**config.mk**
```make
export PLATFORM = sky130hd
export DESIGN_NAME = op_sequencer_flat
export DESIGN_NICKNAME = d
export VERILOG_FILES = /design/src/rtl/op_sequencer_if.sv /design/src/rtl/op_sequencer.sv /design/src/flat_wrapper.sv
export SDC_FILE = /design/constraint.sdc
export NUM_CORES = 1
export LEC_CHECK = 0
export CAP_MARGIN = 20
export CORE_MARGIN = 4
export CORE_UTILIZATION = 52
export CTS_CLUSTER_DIAMETER = 80
export CTS_CLUSTER_SIZE = 24
export DETAILED_ROUTE_END_ITERATION = 10
export PLACE_DENSITY = 0.8
export SYNTH_ARGS = -nofsm -noshare
export SYNTH_HDL_FRONTEND = slang
export SYNTH_SLANG_ARGS = --single-unit
```
**constraint.sdc**
```tcl
create_clock -name clk -period 4.15 [get_ports clk]
set_clock_uncertainty 0.15 [all_clocks]
set_input_delay 0.6225 -clock clk [delete_from_list [all_inputs] [get_ports clk]]
set_output_delay 0.6225 -clock clk [all_outputs]
set_load 0.005 [all_outputs]
```
**src/rtl/op_sequencer_if.sv**
```systemverilog
// rtl/op_sequencer_if.sv - host/cpu-facing signal bundle of the op sequencer
//
// Purpose: groups every non-clock/reset port of op_sequencer.
//   master : environment side (host/loader pushes ops, cpu returns done_out)
//   slave  : the sequencer itself
// Signals:
//   in_valid/in_ready/in_op : op push handshake from the host
//   start                   : one-cycle pulse, begin draining the queue
//   op/done_out             : op word to the cpu and its completion flag
//   busy/all_done           : run status and normal-drain pulse
//   error_timeout           : sticky timeout flag
//   issued_count/fifo_level : ops issued since reset, entries queued
interface op_sequencer_if #(
  parameter int OP_W  = 32,
  parameter int CNT_W = 16,
  parameter int DEPTH = 8
);
  localparam int LVL_W = $clog2(DEPTH) + 1;

  logic             in_valid;
  logic             in_ready;
  logic [OP_W-1:0]  in_op;
  logic             start;
  logic [OP_W-1:0]  op;
  logic             done_out;
  logic             busy;
  logic             all_done;
  logic             error_timeout;
  logic [CNT_W-1:0] issued_count;
  logic [LVL_W-1:0] fifo_level;

  modport master (
    output in_valid, in_op, start, done_out,
    input  in_ready, op, busy, all_done, error_timeout, issued_count, fifo_level
  );

  modport slave (
    input  in_valid, in_op, start, done_out,
    output in_ready, op, busy, all_done, error_timeout, issued_count, fifo_level
  );
endinterface

```
**src/rtl/op_sequencer.sv**
```systemverilog
// rtl/op_sequencer.sv - queued op issuer that feeds the cpu one op at a time
//
// Purpose: buffers op words pushed by the host in a DEPTH-entry FIFO and, after
// a start pulse, issues them one by one to the cpu, waiting for done_out after
// each. Ops are opaque words of OP_W bits.
// Ports:
//   clk   : system clock
//   reset : synchronous, active-high reset
//   bus   : op_sequencer_if slave modport (push handshake, op/done_out, status)
module op_sequencer #(
  parameter int DEPTH   = 8,
  parameter int TIMEOUT = 64,
  parameter int CNT_W   = 16,
  parameter int OP_W    = 32
) (
  input  logic           clk,
  input  logic           reset,
  op_sequencer_if.slave  bus
);
  localparam int AW = $clog2(DEPTH);
  localparam int LW = AW + 1;
  localparam int TW = $clog2(TIMEOUT);

  typedef enum logic [1:0] {S_IDLE, S_ISSUE, S_WAIT, S_FINISH} state_t;

  state_t           state, state_nx;
  logic [OP_W-1:0]  mem [DEPTH];
  logic [AW-1:0]    wr_ptr, rd_ptr;
  logic [LW-1:0]    level;
  logic [TW-1:0]    tmo_cnt;
  logic [OP_W-1:0]  op_reg;
  logic             err_q;
  logic [CNT_W-1:0] cnt_q;
  logic             push, pop, tmo_hit;

  assign bus.in_ready      = (level != LW'(DEPTH));
  assign bus.fifo_level    = level;
  assign bus.issued_count  = cnt_q;
  assign bus.error_timeout = err_q;

  assign push    = bus.in_valid && bus.in_ready;
  assign tmo_hit = (state == S_WAIT) && !bus.done_out && (tmo_cnt == TW'(TIMEOUT - 1));

  always_ff @(posedge clk) begin
    if (reset) state <= S_IDLE;
    else       state <= state_nx;
  end

  // done_out and the level test in WAIT use the registered level, so an op
  // pushed in the same cycle as done_out is picked up on the next pass.
  always_comb begin
    state_nx = state;
    case (state)
      S_IDLE:   if (bus.start && level != '0) state_nx = S_ISSUE;
      S_ISSUE:  state_nx = S_WAIT;
      S_WAIT: begin
        if (bus.done_out)  state_nx = (level != '0) ? S_ISSUE : S_FINISH;
        else if (tmo_hit)  state_nx = S_IDLE;
      end
      S_FINISH: state_nx = S_IDLE;
      default:  state_nx = S_IDLE;
    endcase
  end

  always_comb begin
    pop          = 1'b0;
    bus.op       = '0;
    bus.busy     = (state != S_IDLE);
    bus.all_done = 1'b0;
    case (state)
      S_ISSUE:  pop          = 1'b1;
      S_WAIT:   bus.op       = op_reg;
      S_FINISH: bus.all_done = 1'b1;
      default: ;
    endcase
  end

  // Storage has no reset; only the pointers and level define what is valid.
  always_ff @(posedge clk) begin
    if (push) mem[wr_ptr] <= bus.in_op;
  end

  always_ff @(posedge clk) begin
    if (reset) begin
      wr_ptr  <= '0;
      rd_ptr  <= '0;
      level   <= '0;
      tmo_cnt <= '0;
      op_reg  <= '0;
      err_q   <= 1'b0;
      cnt_q   <= '0;
    end else begin
      if (push) wr_ptr <= wr_ptr + AW'(1);

      // A timeout flush discards everything queued before this cycle, but an
      // op accepted in the flush cycle itself is kept: the host saw in_ready.
      if (tmo_hit) begin
        err_q  <= 1'b1;
        rd_ptr <= wr_ptr;
        level  <= push ? LW'(1) : '0;
      end else begin
        if (pop) rd_ptr <= rd_ptr + AW'(1);
        if (push && !pop)      level <= level + LW'(1);
        else if (!push && pop) level <= level - LW'(1);
      end

      if (pop) begin
        op_reg <= mem[rd_ptr];
        cnt_q  <= cnt_q + CNT_W'(1);
      end

      if (state == S_ISSUE)                     tmo_cnt <= '0;
      else if (state == S_WAIT && !bus.done_out) tmo_cnt <= tmo_cnt + TW'(1);
    end
  end
endmodule

```
**src/flat_wrapper.sv**
```systemverilog
// flat-port wrapper written by rule: the top's interface ports become plain ports
module op_sequencer_flat 
#(
  parameter int DEPTH   = 8,
  parameter int TIMEOUT = 64,
  parameter int CNT_W   = 16,
  parameter int OP_W    = 32
)
  (clk, reset, bus_in_valid, bus_in_op, bus_start, bus_done_out, bus_in_ready, bus_op, bus_busy, bus_all_done, bus_error_timeout, bus_issued_count, bus_fifo_level);
  op_sequencer_if #(.OP_W(OP_W), .CNT_W(CNT_W), .DEPTH(DEPTH)) bus_i ();
  input  logic clk;
  input  logic reset;
  input wire logic [$bits(bus_i.in_valid)-1:0] bus_in_valid;
  input wire logic [$bits(bus_i.in_op)-1:0] bus_in_op;
  input wire logic [$bits(bus_i.start)-1:0] bus_start;
  input wire logic [$bits(bus_i.done_out)-1:0] bus_done_out;
  output wire logic [$bits(bus_i.in_ready)-1:0] bus_in_ready;
  output wire logic [$bits(bus_i.op)-1:0] bus_op;
  output wire logic [$bits(bus_i.busy)-1:0] bus_busy;
  output wire logic [$bits(bus_i.all_done)-1:0] bus_all_done;
  output wire logic [$bits(bus_i.error_timeout)-1:0] bus_error_timeout;
  output wire logic [$bits(bus_i.issued_count)-1:0] bus_issued_count;
  output wire logic [$bits(bus_i.fifo_level)-1:0] bus_fifo_level;
  assign bus_i.in_valid = bus_in_valid;
  assign bus_i.in_op = bus_in_op;
  assign bus_i.start = bus_start;
  assign bus_i.done_out = bus_done_out;
  assign bus_in_ready = bus_i.in_ready;
  assign bus_op = bus_i.op;
  assign bus_busy = bus_i.busy;
  assign bus_all_done = bus_i.all_done;
  assign bus_error_timeout = bus_i.error_timeout;
  assign bus_issued_count = bus_i.issued_count;
  assign bus_fifo_level = bus_i.fifo_level;
  op_sequencer #(.DEPTH(DEPTH), .TIMEOUT(TIMEOUT), .CNT_W(CNT_W), .OP_W(OP_W)) u_core (.clk(clk), .reset(reset), .bus(bus_i));
endmodule
```
==> flow_metrics.env, run 1 <==
export IMPL_status="finished, final reports clean"
export IMPL_whs_ns=0.3085
export IMPL_yosysSeqAreaShare_pct=72.73
export IMPL_grt_pass1_vias=6710
export IMPL_reg2reg_slack_ns=1.43
export IMPL_hold_depth=2
export IMPL_vias=6594
export IMPL_power_density_nw_per_um2=484.5
export IMPL_largest_reg_flops=256
export IMPL_dieWidth_um=162.5
export IMPL_peakVddDrop_mv=0.3851
export IMPL_crit_start="u_core.state[1]"
export IMPL_coreArea_um2=23470
export IMPL_io_buffers=92
export IMPL_vias_per_cell=5.794
export IMPL_setup_viol=0
export IMPL_yosys_warnings=0
export IMPL_drive_gt1_share_pct=14.77
export IMPL_grt_antenna_before_repair=0
export IMPL_postCtsHoldBufs=0
export IMPL_stdcell_count=1138
export IMPL_postRouteAntennaNets=0
export IMPL_finalNetCount=854
export IMPL_syn_to_final_growth_pct=14.61
export IMPL_dp_hpwl_um=14360
export IMPL_crit_fanout=34
export IMPL_place_gp_congestion=0.7943
export IMPL_dp_cells=1109
export IMPL_synth_edf_count=256
export IMPL_timing_final_crit_share_pct=75.49
export IMPL_drt_first_iter_violations=673
export IMPL_worstHoldEndpoint="u_core.bus.error_timeout"
export IMPL_rsz0062_at_grt="no"
export IMPL_cts_tree="built"
export IMPL_gr_usage_all_layers_pct=19.14
export IMPL_ys_ff_latch=323
export IMPL_drtPass1Iterations=5
export IMPL_clkTransAtPathRegs_ns=0.09
export IMPL_row_count=56
export IMPL_place_ws_ns=1.189
export IMPL_synth_top_area_cell="edfxtp_1"
export IMPL_arrival_ns=2.36
export IMPL_min_period_ns=3.133
export IMPL_grt_overflow=0
export IMPL_clockBufferDepth=3
export IMPL_max_slew_margin_pct=44.50
export IMPL_p_leak_uw=0.004547
export IMPL_drc=0
export IMPL_synth_common_cells="edfxtp_1, dfxtp_1, mux4_2, nor2_1, o21ai_0"
export IMPL_grt_pass1_wl_um=39250
export IMPL_die_height_um=162.5
export IMPL_fin_ws_ns=1.017
export IMPL_rr_endpoint="u_core.bus.fifo_level[3]"
export IMPL_crit_chain="and2b_1 -> buf_4 -> and2_1 -> clkdlybuf4s50_1"
export IMPL_synth_cell_types=49
export IMPL_required_ns=3.38
export IMPL_diodes=0
export IMPL_power_uw=6892
export IMPL_cp_slowest_cell="dfxtp_1"
export IMPL_yosysMostFrequentCell="edfxtp_1"
export IMPL_crit_type="flip-flop to output port"
export IMPL_maxCapViolations=0
export IMPL_grt_start_max_net_pins=57
export IMPL_async_reset_ff_share_pct=0
export IMPL_syn_inst=721
export IMPL_insertion_delay_ns=0.51
export IMPL_fin_tns_setup_ns=0
export IMPL_syn_num_nets=766
export IMPL_slew_viol_final=0
export IMPL_min_from="u_core.bus.error_timeout"
export IMPL_tightest_slew_ns=0.8280
export IMPL_wirelength_um=24710
export IMPL_wl_per_cell_um=21.71
export IMPL_hp_class="flip-flop to flip-flop"
export IMPL_h_tree_depth=1
export IMPL_postCtsSetupRepairBufs=0
export IMPL_cts_resized=0
export IMPL_cp_end_kind="output port"
export IMPL_avgSynthCellArea_um2=17.22
export IMPL_synth_top_flop_cell="edfxtp_1"
export IMPL_cp_start_kind="flip-flop"
export IMPL_ios=93
export IMPL_clockRootBuffer="clkbuf_16"
export IMPL_netlist_top_cells_area="edfxtp_1, mux4_2, dfxtp_1, nor2_1, and2_1"
export IMPL_numCtsBuffers=17
export IMPL_max_freq_mhz=319.2
export IMPL_hold_viol=0
export IMPL_rr_startpoint="u_core.bus.fifo_level[0]"
export IMPL_synth_area_um2=12410
export IMPL_r2r_cells=10
export IMPL_cts_sinks=323
export IMPL_crit_path_max_incr_delay_ns=0.56
export IMPL_die_area_um2=26410
export IMPL_initial_utilization_pct=52.88
export IMPL_yosysTopAreaCellShare_pct=61.93
how the worst max path moves through the flow:
stage | slack [ns] | end
2_1_floorplan | 0.43 | u_core.mem[1][0]
3_3_place_gp | 1.22 | u_core.bus.fifo_level[3]
3_5_place_dp | 1.19 | u_core.bus.fifo_level[3]
4_1_cts | 0.99 | bus_op[12]
5_1_grt | 0.88 | bus_op[12]
6_report | 1.02 | bus_op[12]
layout by cell type, fill, tap and decap left out, drive strengths merged, types with 3 or more instances in the layout:
cell type and n:
a21oi 10, and2 34, buf 15, clkbuf 26
clkdlybuf4s50 92, dfxtp 67, edfxtp 256, ha 7
inv 9, mux2i 3, mux4 64, nand2 22
nand2b 3, nand3 10, nand4 10, nor2 64
nor3 6, nor4 3, o21ai 36, o22ai 32
or2 3, xnor2 9, xor2 14
logic make-up (layout without fill, tap and decap cells):
group	count (synthesis)	after routing	share of synthesized area, %
flip-flops	323	323	72.73
AND/OR/NAND/NOR	169	169	7.116
AO/OA/AOI/OAI	85	85	3.921
multiplexers	67	67	11.85
buffers and inverters	46	144	1.885
XOR/XNOR	23	23	1.623
adder cells (fa/ha/maj)	8	8	0.8668
metrics by stage:
stage	util, %	cell area (um2)
after global placement	58.54	13740
after detailed placement	58.54	13740
after floorplan	-	12420
after CTS	60.61	14230
after global routing	60.61	14230
final	60.61	14230
power breakdown:
group	switching (uW)	internal (uW)	leakage [uW]
sequential	188	3770	0.00287
combinational	590	578	0.00144
clock	977	785	0.000235
total	1760	5140	0.00455
area by class of cell:
type	instances	area, um2
fill	1688	9246
sequential	323	9034
multi-input combinational	352	3208
timing repair buffer	107	1071
clock buffer	26	459.2
tap	319	399.1
inverter	8	30.03
clock inverter	3	25.02
worst max-delay path, delay by kind of cell, from the launching register on:
family | cells | cell delay, ns
buffers and inverters | 2 | 0.87
flip-flops | 1 | 0.56
AND/OR/NAND/NOR | 2 | 0.42
per-layer routing:
metal / global-route usage [%] / part of all wire [%]
met1: 27.79 / 42
met2: 31.49 / 49
met3: 2.809 / 6.8
met4: 3.998 / 2.0
met5: 0 / 0
Note: power is estimated with default switching activity, not from simulation.
==> inputs of run 2 (changes only) <==
- clock period: 4.15 -> 2.54 ns (I/O delays scaled with it)
==> flow_metrics.env, run 2 (synthesized netlist as in run 1, its figures left out) <==
export IMPL_grt_pass1_vias=6838
export IMPL_drt_first_iter_violations=784
export IMPL_slew_viol_final=0
export IMPL_wirelength_um=26500
export IMPL_die_area_um2=26410
export IMPL_ios=93
export IMPL_cts_sinks=323
export IMPL_dp_cells=1135
export IMPL_hold_viol=0
export IMPL_drc=0
export IMPL_clockBufferDepth=3
export IMPL_setup_viol=0
export IMPL_gr_usage_all_layers_pct=19.74
export IMPL_seqCellArea_um2=9041
export IMPL_coreArea_um2=23470
export IMPL_grt_start_max_net_pins=41
export IMPL_fin_util_pct=62.65
export IMPL_postCtsHoldBufs=0
export IMPL_hp_class="flip-flop to flip-flop"
export IMPL_h_tree_depth=1
export IMPL_fillers=1617
export IMPL_io_buffers=92
export IMPL_initial_utilization_pct=52.88
export IMPL_maxCapViolations=0
export IMPL_drtPass1Iterations=5
export IMPL_place_gp_congestion=0.8086
export IMPL_grt_overflow=0
export IMPL_max_slew_margin_pct=58.39
export IMPL_status="finished, final reports clean"
export IMPL_crit_fanout=3
export IMPL_cp_end_kind="flip-flop"
export IMPL_syn_to_final_growth_pct=18.48
export IMPL_crit_type="flip-flop to flip-flop"
export IMPL_wl_per_cell_um=22.71
export IMPL_insertion_delay_ns=0.50
export IMPL_rsz0062_at_grt="no"
export IMPL_arrival_ns=2.72
export IMPL_diodes=0
export IMPL_vias_per_cell=5.883
export IMPL_dp_hpwl_um=15370
export IMPL_tightest_slew_ns=0.6241
export IMPL_numCtsBuffers=17
export IMPL_grt_antenna_before_repair=0
export IMPL_final_common_cell="edfxtp_1"
export IMPL_row_count=56
export IMPL_max_freq_mhz=409.4
export IMPL_clockRootBuffer="clkbuf_16"
export IMPL_vias=6866
export IMPL_dieWidth_um=162.5
export IMPL_whs_ns=0.3046
export IMPL_peakVddDrop_mv=0.5132
export IMPL_die_height_um=162.5
export IMPL_grt_pass1_wl_um=39910
export IMPL_timing_final_crit_share_pct=96.17
export IMPL_power_density_nw_per_um2=782.2
export IMPL_p_leak_uw=0.005318
export IMPL_power_uw=11500
export IMPL_finalNetCount=883
export IMPL_mostFrequentLayoutCells="edfxtp_1, mux4_2, nor2_1, dfxtp_1, clkdlybuf4s50_1"
export IMPL_stdcell_count=1167
export IMPL_multiInputGateArea_um2=3257
export IMPL_cp_start_kind="flip-flop"
export IMPL_required_ns=2.81
export IMPL_largest_reg_flops=256
export IMPL_cts_tree="built"
export IMPL_drive_gt1_share_pct=18.75
export IMPL_clkTransAtPathRegs_ns=0.10
export IMPL_postRouteAntennaNets=0
export IMPL_min_period_ns=2.443
==> run 2: per-layer routing <==
layer / vias up / GRT usage, % / part of all wire (%)
met5: - / 0 / 0
met3: 40 / 2.860 / 7.4
met1: 3513 / 27.65 / 40
met4: 0 / 4.037 / 1.7
li1: 3029 / - / -
met2: 284 / 33.65 / 50
==> run 2: per-stage QoR <==
step                      cell area, um2  worst slack [ns]  setup TNS, ns
after global routing               14710          0.008065              0
after CTS                          14560         0.0001508              0
after global placement             14070           0.04132              0
final                              14710           0.09720              0
after detailed placement           14070          -0.05857       -0.05857
after floorplan                    12450           -0.3428         -43.98
==> run 2: what timing repair did <==
action                                  4_1_cts  5_1_grt
buffers inserted                              0        2
endpoints found under the setup margin       32       33
hold endpoints to repair                      0        0
gates resized for setup                       4       40
cloned                                        0        1
pin swaps                                     0        0
==> run 2: path summary, 6_finish.rpt <==
path	from	endpoint	slack (ns)	cells past startpoint
max	u_core.bus.fifo_level[0]	u_core.bus.fifo_level[3]	0.1	10
min	u_core.bus.error_timeout	u_core.bus.error_timeout	0.30	2
max reg2reg	u_core.bus.fifo_level[0]	u_core.bus.fifo_level[3]	0.1	10
min reg2reg	u_core.bus.error_timeout	u_core.bus.error_timeout	0.30	2
==> run 2: report_power, final <==
group | internal [uW] | switching (uW) | leakage, uW
sequential | 6170 | 264 | 0.00287
clock | 1280 | 1550 | 0.000230
combinational | 1100 | 1140 | 0.00222
==> run 2: area by class of cell <==
type | count | share of cell area [%]
flip-flops and latches | 323 | 61.48
multi-input cells | 352 | 22.15
inverters | 8 | 0.2042
well taps | 319 | 2.714
clock inverters | 2 | 0.1191
clock buffers | 27 | 3.148
repair buffers | 136 | 10.19
==> run 2: worst max-delay path, stage by stage, from the launching register on <==
cell and delay, ns:
dfxtp_1 0.32, or4b_4 0.55, nand2_2 0.11, inv_2 0.04, ha_1 0.24, inv_2 0.11, ha_1 0.17, a21oi_2 0.07
a211o_1 0.31, a21o_1 0.16, a21oi_1 0.14
